<file path="src/rtl/vga_text_refresher_pkg.sv">
// Shared definitions for the VGA debug text-buffer refresher.
//   - FSM state encoding for the sweep scheduler
//   - text buffer geometry (rows, write-address width)
//   - ASCII base codes used by the hex renderer
package vga_dbg_pkg;

  typedef enum logic [1:0] {
    ST_IDLE = 2'd0,
    ST_SNAP = 2'd1,
    ST_EMIT = 2'd2
  } state_t;

  localparam int TEXT_ROWS = 30;
  localparam int ADDR_W    = 12;

  localparam logic [7:0] ASCII_ZERO = 8'h30;
  localparam logic [7:0] ASCII_A    = 8'h41;

endpackage

</file>
<file path="src/rtl/vga_text_refresher_if.sv">
// Text-buffer write port shared between a host writer and the refresher.
//   host_req/host_addr/host_data : host write request (host -> refresher)
//   host_ack                     : host write issued this cycle
//   wen/w_addr/w_data            : buffer write port (refresher -> buffer)
// slave  : the refresher side
// master : the host / buffer side
interface vga_text_refresher_if;
  import vga_dbg_pkg::*;

  logic              host_req;
  logic [ADDR_W-1:0] host_addr;
  logic [7:0]        host_data;
  logic              host_ack;
  logic              wen;
  logic [ADDR_W-1:0] w_addr;
  logic [7:0]        w_data;

  modport slave (
    input  host_req, host_addr, host_data,
    output host_ack, wen, w_addr, w_data
  );

  modport master (
    output host_req, host_addr, host_data,
    input  host_ack, wen, w_addr, w_data
  );

endinterface

</file>
<file path="src/rtl/vga_text_refresher_hex_nibble_to_ascii.sv">
// Combinational 4-bit to uppercase hex ASCII encoder.
//   i_nibble : value 0..15
//   o_ascii  : '0'..'9' or 'A'..'F'
module hex_nibble_to_ascii
  import vga_dbg_pkg::*;
(
  input  logic [3:0] i_nibble,
  output logic [7:0] o_ascii
);

  always_comb begin
    if (i_nibble < 4'd10) begin
      o_ascii = ASCII_ZERO + {4'h0, i_nibble};
    end else begin
      o_ascii = ASCII_A + ({4'h0, i_nibble} - 8'd10);
    end
  end

endmodule

</file>
<file path="src/rtl/vga_text_refresher.sv">
// Write-port scheduler for the 80x30 VGA debug text buffer.
// Periodically (or on request) snapshots NUM_SLOTS 32-bit debug values and
// renders each as 8 uppercase hex characters at fixed buffer positions. The
// host writer shares the single write port and always wins.
//   clk, rst    : clock, synchronous active-high reset
//   debug_data  : slot i at bits [32i+31:32i]
//   start       : pulse requesting an immediate sweep
//   bus         : host request/ack and buffer write port (slave side)
//   busy        : sweep in progress (SNAP through last character)
//   frame_done  : one-cycle pulse after the last character of a sweep
module vga_text_refresher
  import vga_dbg_pkg::*;
#(
  parameter int NUM_SLOTS      = 16,
  parameter int TEXT_COLS      = 80,
  parameter int FIRST_ROW      = 2,
  parameter int LABEL_W        = 8,
  parameter int REFRESH_CYCLES = 1000000
) (
  input  logic                   clk,
  input  logic                   rst,
  input  logic [NUM_SLOTS*32-1:0] debug_data,
  input  logic                   start,
  vga_text_refresher_if.slave    bus,
  output logic                   busy,
  output logic                   frame_done
);

  localparam int SLOT_W   = (NUM_SLOTS > 1) ? $clog2(NUM_SLOTS) : 1;
  localparam int CNT_W    = $clog2(REFRESH_CYCLES);
  localparam int HALF_ROW = 40;

  localparam logic [SLOT_W-1:0] LAST_SLOT = SLOT_W'(NUM_SLOTS - 1);
  localparam logic [CNT_W-1:0]  CNT_LAST  = CNT_W'(REFRESH_CYCLES - 1);

  state_t                  r_state;
  logic [CNT_W-1:0]        r_cnt;
  logic                    r_pending;
  logic [SLOT_W-1:0]       r_slot;
  logic [2:0]              r_nib;
  logic                    r_busy;
  logic                    r_frame_done;
  logic [NUM_SLOTS*32-1:0] r_shadow;

  logic              w_trigger;
  logic              w_sweep_wr;
  logic [3:0]        w_nibble;
  logic [7:0]        w_char;
  logic [ADDR_W-1:0] w_row;
  logic [ADDR_W-1:0] w_col;
  logic [ADDR_W-1:0] w_sweep_addr;

  assign w_trigger  = (r_cnt == CNT_LAST) || start || r_pending;
  assign w_sweep_wr = (r_state == ST_EMIT) && !bus.host_req;

  // slot*32 + nib*4 is just the concatenation of the two indices
  assign w_nibble = r_shadow[{r_slot, r_nib, 2'b00} +: 4];

  // Two slots per row; the most significant nibble lands in the leftmost
  // column of the field, hence 7-nib.
  assign w_row        = ADDR_W'(FIRST_ROW) + ADDR_W'(r_slot >> 1);
  assign w_col        = (r_slot[0] ? ADDR_W'(HALF_ROW) : '0) + ADDR_W'(LABEL_W)
                        + ADDR_W'(3'd7 - r_nib);
  assign w_sweep_addr = w_row * ADDR_W'(TEXT_COLS) + w_col;

  hex_nibble_to_ascii u_hex (
    .i_nibble (w_nibble),
    .o_ascii  (w_char)
  );

  always_ff @(posedge clk) begin
    if (rst) begin
      r_state      <= ST_IDLE;
      r_cnt        <= '0;
      r_pending    <= 1'b0;
      r_slot       <= '0;
      r_nib        <= 3'd7;
      r_busy       <= 1'b0;
      r_frame_done <= 1'b0;
    end else begin
      r_frame_done <= 1'b0;
      case (r_state)
        ST_IDLE: begin
          if (w_trigger) begin
            r_cnt     <= '0;
            r_pending <= 1'b0;
            r_busy    <= 1'b1;
            r_state   <= ST_SNAP;
          end else begin
            r_cnt <= r_cnt + 1'b1;
          end
        end
        ST_SNAP: begin
          if (start) r_pending <= 1'b1;
          r_slot  <= '0;
          r_nib   <= 3'd7;
          r_state <= ST_EMIT;
        end
        ST_EMIT: begin
          // Requests arriving mid-sweep collapse into one follow-up sweep.
          if (start) r_pending <= 1'b1;
          // A host write steals the port: the sweep position holds.
          if (!bus.host_req) begin
            if (r_nib == 3'd0) begin
              r_nib <= 3'd7;
              if (r_slot == LAST_SLOT) begin
                r_busy       <= 1'b0;
                r_frame_done <= 1'b1;
                r_state      <= ST_IDLE;
              end else begin
                r_slot <= r_slot + 1'b1;
              end
            end else begin
              r_nib <= r_nib - 3'd1;
            end
          end
        end
        default: r_state <= ST_IDLE;
      endcase
    end
  end

  // Snapshot register carries data only, so it is not reset.
  always_ff @(posedge clk) begin
    if (r_state == ST_SNAP) r_shadow <= debug_data;
  end

  // Host has combinational priority on the shared write port.
  always_comb begin
    bus.host_ack = bus.host_req;
    bus.wen      = bus.host_req | w_sweep_wr;
    bus.w_addr   = '0;
    bus.w_data   = '0;
    if (bus.host_req) begin
      bus.w_addr = bus.host_addr;
      bus.w_data = bus.host_data;
    end else if (w_sweep_wr) begin
      bus.w_addr = w_sweep_addr;
      bus.w_data = w_char;
    end
  end

  assign busy       = r_busy;
  assign frame_done = r_frame_done;

endmodule

</file>
<file path="src/flat_wrapper.sv">
// flat-port wrapper written by rule: the top's interface ports become plain ports
module vga_text_refresher_flat import vga_dbg_pkg::*;
#(
  parameter int NUM_SLOTS      = 16,
  parameter int TEXT_COLS      = 80,
  parameter int FIRST_ROW      = 2,
  parameter int LABEL_W        = 8,
  parameter int REFRESH_CYCLES = 1000000
)
  (clk, rst, debug_data, start, busy, frame_done, bus_host_req, bus_host_addr, bus_host_data, bus_host_ack, bus_wen, bus_w_addr, bus_w_data);
  vga_text_refresher_if bus_i ();
  input  logic clk;
  input  logic rst;
  input  logic [NUM_SLOTS*32-1:0] debug_data;
  input  logic start;
  output logic busy;
  output logic frame_done;
  input wire logic [$bits(bus_i.host_req)-1:0] bus_host_req;
  input wire logic [$bits(bus_i.host_addr)-1:0] bus_host_addr;
  input wire logic [$bits(bus_i.host_data)-1:0] bus_host_data;
  output wire logic [$bits(bus_i.host_ack)-1:0] bus_host_ack;
  output wire logic [$bits(bus_i.wen)-1:0] bus_wen;
  output wire logic [$bits(bus_i.w_addr)-1:0] bus_w_addr;
  output wire logic [$bits(bus_i.w_data)-1:0] bus_w_data;
  assign bus_i.host_req = bus_host_req;
  assign bus_i.host_addr = bus_host_addr;
  assign bus_i.host_data = bus_host_data;
  assign bus_host_ack = bus_i.host_ack;
  assign bus_wen = bus_i.wen;
  assign bus_w_addr = bus_i.w_addr;
  assign bus_w_data = bus_i.w_data;
  vga_text_refresher #(.NUM_SLOTS(NUM_SLOTS), .TEXT_COLS(TEXT_COLS), .FIRST_ROW(FIRST_ROW), .LABEL_W(LABEL_W), .REFRESH_CYCLES(REFRESH_CYCLES)) u_core (.clk(clk), .rst(rst), .debug_data(debug_data), .start(start), .bus(bus_i), .busy(busy), .frame_done(frame_done));
endmodule
</file>
<file path="config.mk">
export PLATFORM = sky130hd
export DESIGN_NAME = vga_text_refresher_flat
export DESIGN_NICKNAME = d
export VERILOG_FILES = /design/src/rtl/vga_text_refresher_pkg.sv /design/src/rtl/vga_text_refresher_if.sv /design/src/rtl/vga_text_refresher_hex_nibble_to_ascii.sv /design/src/rtl/vga_text_refresher.sv /design/src/flat_wrapper.sv
export SDC_FILE = /design/constraint.sdc
export NUM_CORES = 1
export LEC_CHECK = 0
export CORE_AREA = 2 2 220 222
export CTS_CLUSTER_DIAMETER = 30
export CTS_CLUSTER_SIZE = 16
export DETAILED_ROUTE_END_ITERATION = 10
export DIE_AREA = 0 0 222 224
export GPL_TIMING_DRIVEN = 0
export PLACE_DENSITY = 0.86
export SYNTH_ARGS = -nofsm -noshare
export SYNTH_HDL_FRONTEND = slang
export SYNTH_SLANG_ARGS = --single-unit
</file>
<file path="constraint.sdc">
create_clock -name clk -period 24.2 [get_ports clk]
set_input_delay 6.05 -clock clk [delete_from_list [all_inputs] [get_ports clk]]
set_output_delay 6.05 -clock clk [all_outputs]
set_load 0.02 [all_outputs]
</file>
### After elaboration in Yosys (flattened, before gate mapping)

Cells that the tools add are included.

* register bits after elaboration: 544
* input port bits: 536
* output and inout bits: 24
* logic and storage cells: 79

* add/sub/neg operators: 11
* multiply operators: 1
* $lt $le $gt $ge: 1
* eq/ne operators: 10
* shifts and indexed selects: 1
* mux-type cells: 28
* bitwise logic cells: 3
* reductions and logical operators: 16

Operators by type and width (count)
* variable part select 512 x 10 -> 4 bit: 1
* adder 12 bit: 2
* 2-to-1 mux 12 bit: 2
* 2-to-1 mux 8 bit: 3
* adder 20 x 1 -> 20 bit, second input constant: 1
* equality test 20 bit, second input constant: 1
* 2-to-1 mux 20 bit: 1
* adder 12 x 4 -> 12 bit, second input constant: 1
* multiplier 12 x 3 -> 8 bit, second input constant: 1
* 2-to-1 mux 4 bit: 3
* adder 7 x 8 -> 8 bit, first input constant: 1
* 2-to-1 mux 2 bit: 4
* inequality test 2 bit, second input constant: 4
* case mux 4 bit (2 select lines): 1
* AND reduction 4 bit: 2
* adder 6 x 4 -> 7 bit, first input constant: 1
* 2-to-1 mux 1 bit: 7
* 2-to-1 mux 3 bit: 2
* 2-to-1 mux 6 bit: 1
* case mux 2 bit (3 select lines): 1
* case mux 3 bit (2 select lines): 1
* nonzero test 2 bit: 3
* AND reduction 5 bit: 1
* subtractor 4 x 4 -> 5 bit, second input constant: 1
* 21 further kinds: 25

### Depth between registers and ports, before layout

Gate-level depths: netlist of the first run.

* depth in word-level cells: 6
* gate-level depth with buffers: 18
* depth with buffers taken out: 13

### By module

A second synthesis of the first run with hierarchy kept.

* cells, all modules: 1029
* area total of the unflattened synthesis: 21668.3 µm²

By module, submodules not included
* vga_text_refresher: instances 1, cells each 1001, area an instance 21485.6 µm², sequential area each 16015.4 µm²
* hex_nibble_to_ascii: instances 1, cells each 28, area an instance 182.7 µm², sequential area each 0.0 µm²

### Worst setup path before layout of the first run

No wires, ideal clock.

* path kind: register -> register
* start point: register u_core.r_state[1]
* end point: register u_core.r_slot[0]
* library setup time: 0.065 ns
* data arrival time: 13.837 ns
* data required time: 24.135 ns
* slack: 10.298 ns
* stages on the path, launching flop included: 7
* path buffers: 0
* clock period less this slack: 13.902 ns
* cells stage by stage: dfxtp_1 -> inv_1 -> ha_1 -> nand2b_1 -> o21ai_0 -> mux2_2 -> nor2_1

* longest elaborated chain between the ends: 3
* elaborated cells between the ends (all ways): 8
* those cells by class: eq/ne: 5; mux: 1; reduce/logical: 2

Ends and longest elaborated chain
* start, declared: RTL line vga_text_refresher.sv:36 `state_t r_state;`
* start signal, assigned: RTL line vga_text_refresher.sv:73 `r_state <= ST_IDLE;`
* start signal, assigned: RTL line vga_text_refresher.sv:88 `r_state <= ST_SNAP;`
* start signal, assigned: RTL line vga_text_refresher.sv:97 `r_state <= ST_EMIT;`
* equality test 2 bit or equality test 2 x 1 -> 1 bit (tied branches): RTL line vga_text_refresher.sv:82 `case (r_state)`
* inequality test 2 bit (no line) or nonzero test 2 bit (tied branches)
* AND reduction 4 bit (no line)
* end signal, assigned: RTL line vga_text_refresher.sv:111 `r_slot <= r_slot + 1'b1;`
* end, declared: RTL line vga_text_refresher.sv:39 `logic [SLOT_W-1:0] r_slot;`

Parallel ways exist; a longest one is shown, timed or not.
A chain may end at the register's enable or synchronous reset.

### Worst setup path in the final report of the first run

* start point: input bus_host_req
* end point: output bus_w_addr[11]

* longest elaborated chain between the ends: 4

Ends and longest elaborated chain
* start, declared: RTL line flat_wrapper.sv:18 `input wire logic [$bits(bus_i.host_req)-1:0] bus_host_req;`
* zero test 1 bit: RTL line vga_text_refresher.sv:54 `assign w_sweep_wr = (r_state == ST_EMIT) && !bus.host_req;`
* logical AND 1 bit: RTL line vga_text_refresher.sv:54
* 2-to-1 mux 12 bit: RTL line vga_text_refresher.sv:137 `end else if (w_sweep_wr) begin`
* 2-to-1 mux 12 bit *: RTL line vga_text_refresher.sv:134 `if (bus.host_req) begin`
* end, declared: RTL line flat_wrapper.sv:23 `output wire logic [$bits(bus_i.w_addr)-1:0] bus_w_addr;`

Mark *: on every way between the ends. The rest lies on a longest branch, timed or not.

==> qor.yml, run 1 <==
postRouteAntennaNets: 0
finalCriticalPeriod_ns: 14.55
cts_buffers: 99
drt_iter0_drc: 1402
syn2layout_area_growth_pct: 45.4
routedWlPerCell_um: 29.9
max_freq_mhz: 68.7
synth_ff_type: "edfxtp_1"
drtPass1Iterations: 6
setup_viol: 0
r2r-end: "u_core.busy"
die_y_um: 224
vdd.ir_drop.worst_uv: 86.4
relSlewSlack_pct: 34.0
pre_cts_ws_ns: 9.70
synth_async_sr_flop_share_pct: 0
final_common_cell: "clkdlybuf4s50_1"
fin_ws_ns: 9.65
ioPinCount: 560
clock-sinks: 544
layout_common_cells: "559 x clkdlybuf4s50_1, 512 x edfxtp_1, 104 x mux4_2"
status: "completed"
finalHoldViolCount: 0
synthMuxAreaShare_pct: 14.0
final_cell_area_sq_um: 32100
endpoint: "bus_w_addr[11]"
grt_max_degree: 80
grt_pass1_wl_um: 108000
cts-root-buf: "clkbuf_16"
vias: 15064
p_per_area_nw_per_um2: 112
p_total_w: 0.00360
p_leak_nw: 11.3
setup_tns_ns: 0
drv_cap: 0
finalNetCount: 2435
path_max_fanout: 10
fin_crit_sh_pct: 60.1
wirelength_um: 77500
cts_setup_buffers: 0
synth-seq-area-share_pct: 72.5
synth_top_family_by_area: "multiplexers"
synth_area_sq_um: 22100
coreArea_sq_um: 47300
criticalPathCategory: "input port to output pin"
port-buffer-count: 559
htree_levels: 3
cts-hold-fix-buffers: 0
rr_worst_depth: 12
worst_slew_pin_slew_ns: 0.990
hp-class: "register to register"
syn_avg_cell_area_sq_um: 18.2
placed_cells: 2395
fin_skew_ns: 0.0243
slew_viol_final: 0
ys_types: 65
antenna_found_initial: 14
syn-instance-count: 1214
die-area_sq_um: 49700
arrival_ns: 8.50
post_cts_resized: 0
rsz0062_at_grt: "no"
crit_start: "bus_host_req"
rows: 80
synth_xor_area_share_pct: 0.396
end_kind: "output pin"
clk_pin_slew_ns: 0.05
nFillCells: 2944
grt.total_usage_pct: 30.9
synth-adder-area-share_pct: 1.05
max-clock-path-buffers: 3
ys_warn_count: 0
dp_hpwl_um: 54100
cts_tree: "yes"
placed_area_sq_um: 28700
drc: 0
overflow: 0
synth_nets: 1768
gp_congestion: 0.893
vias_per_cell: 5.81
synth_edf_count: 512
fp.dieW_um: 222
start_kind: "input port"
final_cells: 2591
rr_startpoint: "u_core.r_nib[1]"
reg2reg_slack_ns: 21.26
ys_ff_latch: 544
grt_pass1_vias: 15893
worstSkewPairLatency_ns: 0.64
yosys.area_share.simple_pct: 4.12
synth_compound_area_share_pct: 5.43
layout-drive-gt1-share_pct: 17.4
initial_core_util_pct: 46.7
crit_required_ns: 18.15
==> routing by layer <==
layer | track usage [%] | part of all wire [%] | routed length [um]
met5 | 0 | 0.032 | 25
met4 | 12.7 | 3.4 | 2640
met3 | 9.18 | 9.2 | 7110
met2 | 54.3 | 52 | 40300
met1 | 35.6 | 35 | 27400
==> cells by family after synthesis <==
kind of cell,count (synthesis)
AO/OA/AOI/OAI,182
XOR/XNOR,10
adder cells (fa/ha/maj),18
flip-flops,544
multiplexers,173
AND/OR/NAND/NOR,197
buffers and inverters,90
==> critical path: stages <==
cell	delay (ns)
clkdlybuf4s50_1	0.62
clkbuf_1	0.33
buf_1	0.57
nand2_1	0.11
o41ai_1	0.10
clkdlybuf4s50_1	0.71
==> metrics by stage <==
stage | utilization [%] | hold WS, ns
after floorplan | - | 0.448
after global placement | 60.1 | 0.461
after detailed placement | 60.5 | 0.477
after CTS | 67.8 | 0.487
after global routing | 67.9 | 0.518
final | 67.9 | 0.493
==> flip-flops by register name, summed over array words and instances (netlist names) <==
register,count
u_core.busy,1
u_core.r_nib,3
u_core.frame_done,1
u_core.r_cnt,20
u_core.r_state,2
u_core.r_shadow,512
u_core.r_slot,4
u_core.r_pending,1
==> area by class of cell <==
class | count | area (sq um) | area share, %
buffer | 69 | 482 | 1.50
clock buffer | 106 | 2520 | 7.86
clock inverter | 79 | 925 | 2.88
tap | 615 | 769 | 2.39
timing repair buffer | 566 | 5780 | 18.0
antenna | 11 | 27.5 | 0.0857
inverter | 21 | 78.8 | 0.245
multi-input combinational | 580 | 5530 | 17.2
sequential | 544 | 16000 | 49.8
==> synth_stat cells (6+ instances only) <==
master | instances | area, sq um
edfxtp_1 | 512 | 15400
mux4_2 | 104 | 2340
nand2_1 | 77 | 289
mux2i_1 | 52 | 521
nor2_1 | 48 | 180
o21ai_0 | 47 | 235
a21oi_1 | 39 | 195
dfxtp_1 | 32 | 641
clkbuf_1 | 27 | 101
inv_1 | 19 | 71.3
nand3_1 | 19 | 95.1
ha_1 | 17 | 213
buf_4 | 16 | 120
mux2_2 | 15 | 169
a311oi_1 | 12 | 105
a31oi_1 | 11 | 68.8
a221oi_1 | 10 | 87.6
a22oi_1 | 8 | 60.1
buf_2 | 8 | 40.0
buf_6 | 8 | 90.1
a211oi_1 | 7 | 52.6
and3_1 | 7 | 43.8
nand2b_1 | 7 | 43.8
nor3_1 | 7 | 35.0
o211ai_1 | 7 | 52.6
nand4_1 | 6 | 37.5
nor2b_1 | 6 | 37.5
o22ai_1 | 6 | 37.5
xnor2_1 | 6 | 52.6
==> worst min path at each step <==
stage	startpoint	end	slack, ns	depth (start not counted)
finish	u_core.r_cnt[19]	u_core.r_cnt[19]	0.49	1
global route	u_core.r_cnt[19]	u_core.r_cnt[19]	0.52	1
CTS	u_core.r_cnt[19]	u_core.r_cnt[19]	0.49	1
detailed placement	u_core.r_cnt[18]	u_core.r_cnt[18]	0.48	1
global placement	u_core.r_pending	u_core.r_pending	0.46	2
floorplan	u_core.r_cnt[19]	u_core.r_cnt[19]	0.45	1
==> power breakdown <==
group	internal, W	total [W]	switching [W]
clock	0.000940	0.00143	0.000491
combinational	0.000291	0.000687	0.000396
sequential	0.00139	0.00148	0.0000903
Power figures use the tool's default switching activity.
==> inputs of run 2 (changes only) <==
- CORE_AREA: 2 2 220 222 -> not set
- CORE_MARGIN: not set -> 2
- CORE_UTILIZATION: not set -> 45
- DIE_AREA: 0 0 222 224 -> not set
- clock period: 24.2 -> 12.1 ns (I/O delays scaled with it)
==> qor.yml, run 2 (synthesized netlist as in run 1, its figures left out) <==
status: "completed"
reg2reg_slack_ns: 9.08  # -12.18 ns
power_frac_seq_pct: 40.9  # -0.3 points
gp_congestion: 0.899  # +0.69%
sw_frac_of_total_pct: 27.4  # +0.20 points
cts-root-buf: "clkbuf_16"
worstSkewPairLatency_ns: 0.66  # +0.02 ns
start_kind: "register"
drt_iter0_drc: 1388  # -1.0%
hold_end: "u_core.r_cnt[19]"
overflow: 0  # unchanged
largest_reg_flops: 512  # unchanged
routedWlPerCell_um: 28.9  # -3.3%
p_per_area_nw_per_um2: 224  # +100%
clock-sinks: 544  # unchanged
worst_slew_pin_slew_ns: 1.04  # +0.0466 ns
cts_tree: "yes"
arrival_ns: 6.31  # -2.19 ns
initial_core_util_pct: 45.3  # -1.3 points
cts_buffers: 105  # +6.1%
rsz0062_at_grt: "no"
top_register: "u_core.r_shadow"
fin_crit_sh_pct: 77.2
finalHoldViolCount: 0  # unchanged
postRouteAntennaNets: 0  # unchanged
relSlewSlack_pct: 30.9  # -3.1 points
dp_hpwl_um: 54100  # about the same
placed_cells: 2445  # +2.1%
path_max_fanout: 10  # unchanged
grt.total_usage_pct: 30.1  # -0.90 points
die-area_sq_um: 50900  # +2.3%
hold_depth: 1  # unchanged
rows: 81  # +1.3%
drv_cap: 0  # unchanged
hp-class: "register to register"
cts_setup_buffers: 0  # unchanged
port-buffer-count: 559  # unchanged
finalCriticalPeriod_ns: 9.34
vias: 14969  # -0.63%
p_int_w: 0.00525  # +100%
vias_per_cell: 5.66  # -2.7%
rr_worst_depth: 12  # unchanged
rr_startpoint: "u_core.r_nib[1]"
clk_pin_slew_ns: 0.04  # about the same
drc: 0  # unchanged
ioPinCount: 560  # unchanged
grt_pass1_wl_um: 107000  # -1.1%
cts-hold-fix-buffers: 0  # unchanged
layout-drive-gt1-share_pct: 17.8  # +0.44 points
final_common_cell: "clkdlybuf4s50_1"
drtPass1Iterations: 7  # +1
p_leak_nw: 11.4  # +0.63%
p_comb_share_pct: 18.9  # -0.2 points
htree_levels: 3  # unchanged
final_util_pct: 66.4  # -1.5 points
grt_pass1_vias: 15780  # -0.71%
switchingPower_w: 0.00198  # +100%
coreArea_sq_um: 48700  # +3.0%
syn2layout_area_growth_pct: 46.4
hp-start: "u_core.r_cnt[19]"
layout_common_cells: "559 x clkdlybuf4s50_1, 512 x edfxtp_1, 108 x clkbuf_16"
crit_required_ns: 9.07  # -9.08 ns
end_kind: "output pin"
final_cells: 2647  # +2.2%
finalNetCount: 2442  # +0.29%
setup_tns_ns: 0  # unchanged
antenna_found_initial: 9  # -5
reg_top3: "u_core.r_shadow x512, u_core.r_cnt x20, u_core.r_slot x4"
r2r-end: "u_core.busy"
vdd.ir_drop.worst_uv: 145  # +67%
clkPwrFrac_pct: 40.2  # +0.4 points
post_cts_resized: 0  # unchanged
fp.dieW_um: 226  # +1.6%
criticalPathCategory: "register to output pin"
max_freq_mhz: 107
wirelength_um: 76500  # -1.2%
fin_skew_ns: 0.0217  # -0.00256 ns
max-clock-path-buffers: 3  # unchanged
grt_max_degree: 77  # -3.8%
nFillCells: 3127  # +6.2%
setup_viol: 0  # unchanged
slew_viol_final: 0  # unchanged
die_y_um: 226  # +0.70%
==> run 2: cell types whose count changed in the layout (fill, tap and decap cells not counted), moves of 2 or more <==
cell	previous run	this run
buf_16	6	8
bufinv_16	17	10
clkbuf_1	33	37
clkbuf_16	100	108
clkbuf_8	0	4
clkinv_1	11	9
clkinv_2	19	13
clkinv_4	6	15
diode_2	11	5
inv_6	14	12
==> run 2: power groups by stage <==
stage / Sequential, W / Clock (W) / Combinational (W)
final: 0.00296 / 0.00290 / 0.00137
after global routing: 0.00299 / 0.00302 / 0.00145
after CTS: 0.00296 / 0.00293 / 0.00137
after detailed placement: 0.00296 / 0 / 0.00135
after global placement: 0.00320 / 0 / 0.00123
after floorplan: 0.00309 / 0 / 0.000760
==> run 2: layout make-up <==
| class | instances | area (sq um) | area share [%] |
|---|---|---|---|
| timing repair buffer | 567 | 5820 | 18.0 |
| tap | 664 | 831 | 2.57 |
| clock buffer | 122 | 2800 | 8.64 |
| multi-input combinational | 580 | 5530 | 17.1 |
| clock inverter | 75 | 788 | 2.44 |
| buffer | 69 | 482 | 1.49 |
| antenna | 5 | 12.5 | 0.0387 |
| sequential | 544 | 16000 | 49.5 |
| inverter | 21 | 78.8 | 0.244 |
==> run 2: worst max-delay path by stage <==
stage | from | end | slack [ns] | cells after the start
floorplan | u_core.r_state[1] | u_core.r_slot[0] | 4.04 | 6
global placement | u_core.r_state[1] | u_core.r_slot[0] | 1.83 | 6
detailed placement | u_core.r_nib[2] | bus_w_data[4] | 3.31 | 16
CTS | u_core.r_nib[2] | bus_w_data[4] | 2.63 | 16
global route | u_core.r_nib[2] | bus_w_data[4] | 2.46 | 16
finish | u_core.r_nib[2] | bus_w_data[4] | 2.76 | 16
==> run 2: stage by stage <==
step	setup slack, ns	area, sq um	hold WS, ns	power (W)
after global placement	1.83	28500	0.459	0.00443
after floorplan	4.04	22100	0.448	0.00385
after CTS	2.63	32300	0.488	0.00726
final	2.76	32300	0.501	0.00723
after global routing	2.46	32300	0.524	0.00746
after detailed placement	3.31	28700	0.480	0.00432
==> run 2: metal layers <==
metal	track usage [%]	wire length, um
met5	0	43
met4	13.3	3090
met3	8.57	6680
met2	51.2	39100
met1	35.6	27700
==> run 2: worst max-delay path, cell delays in order, from the launching register on <==
cell and delay (ns):
dfxtp_1 0.30, buf_2 0.27, clkbuf_1 0.81, clkbuf_1 0.76
a21oi_1 0.15, a221oi_1 0.51, nor3_1 0.12, a211oi_1 0.37
a21oi_2 0.19, ha_1 0.23, inv_1 0.05, ha_1 0.25
and3b_1 0.23, and3_1 0.18, and3_1 0.17, a211oi_1 0.38
clkdlybuf4s50_1 0.69
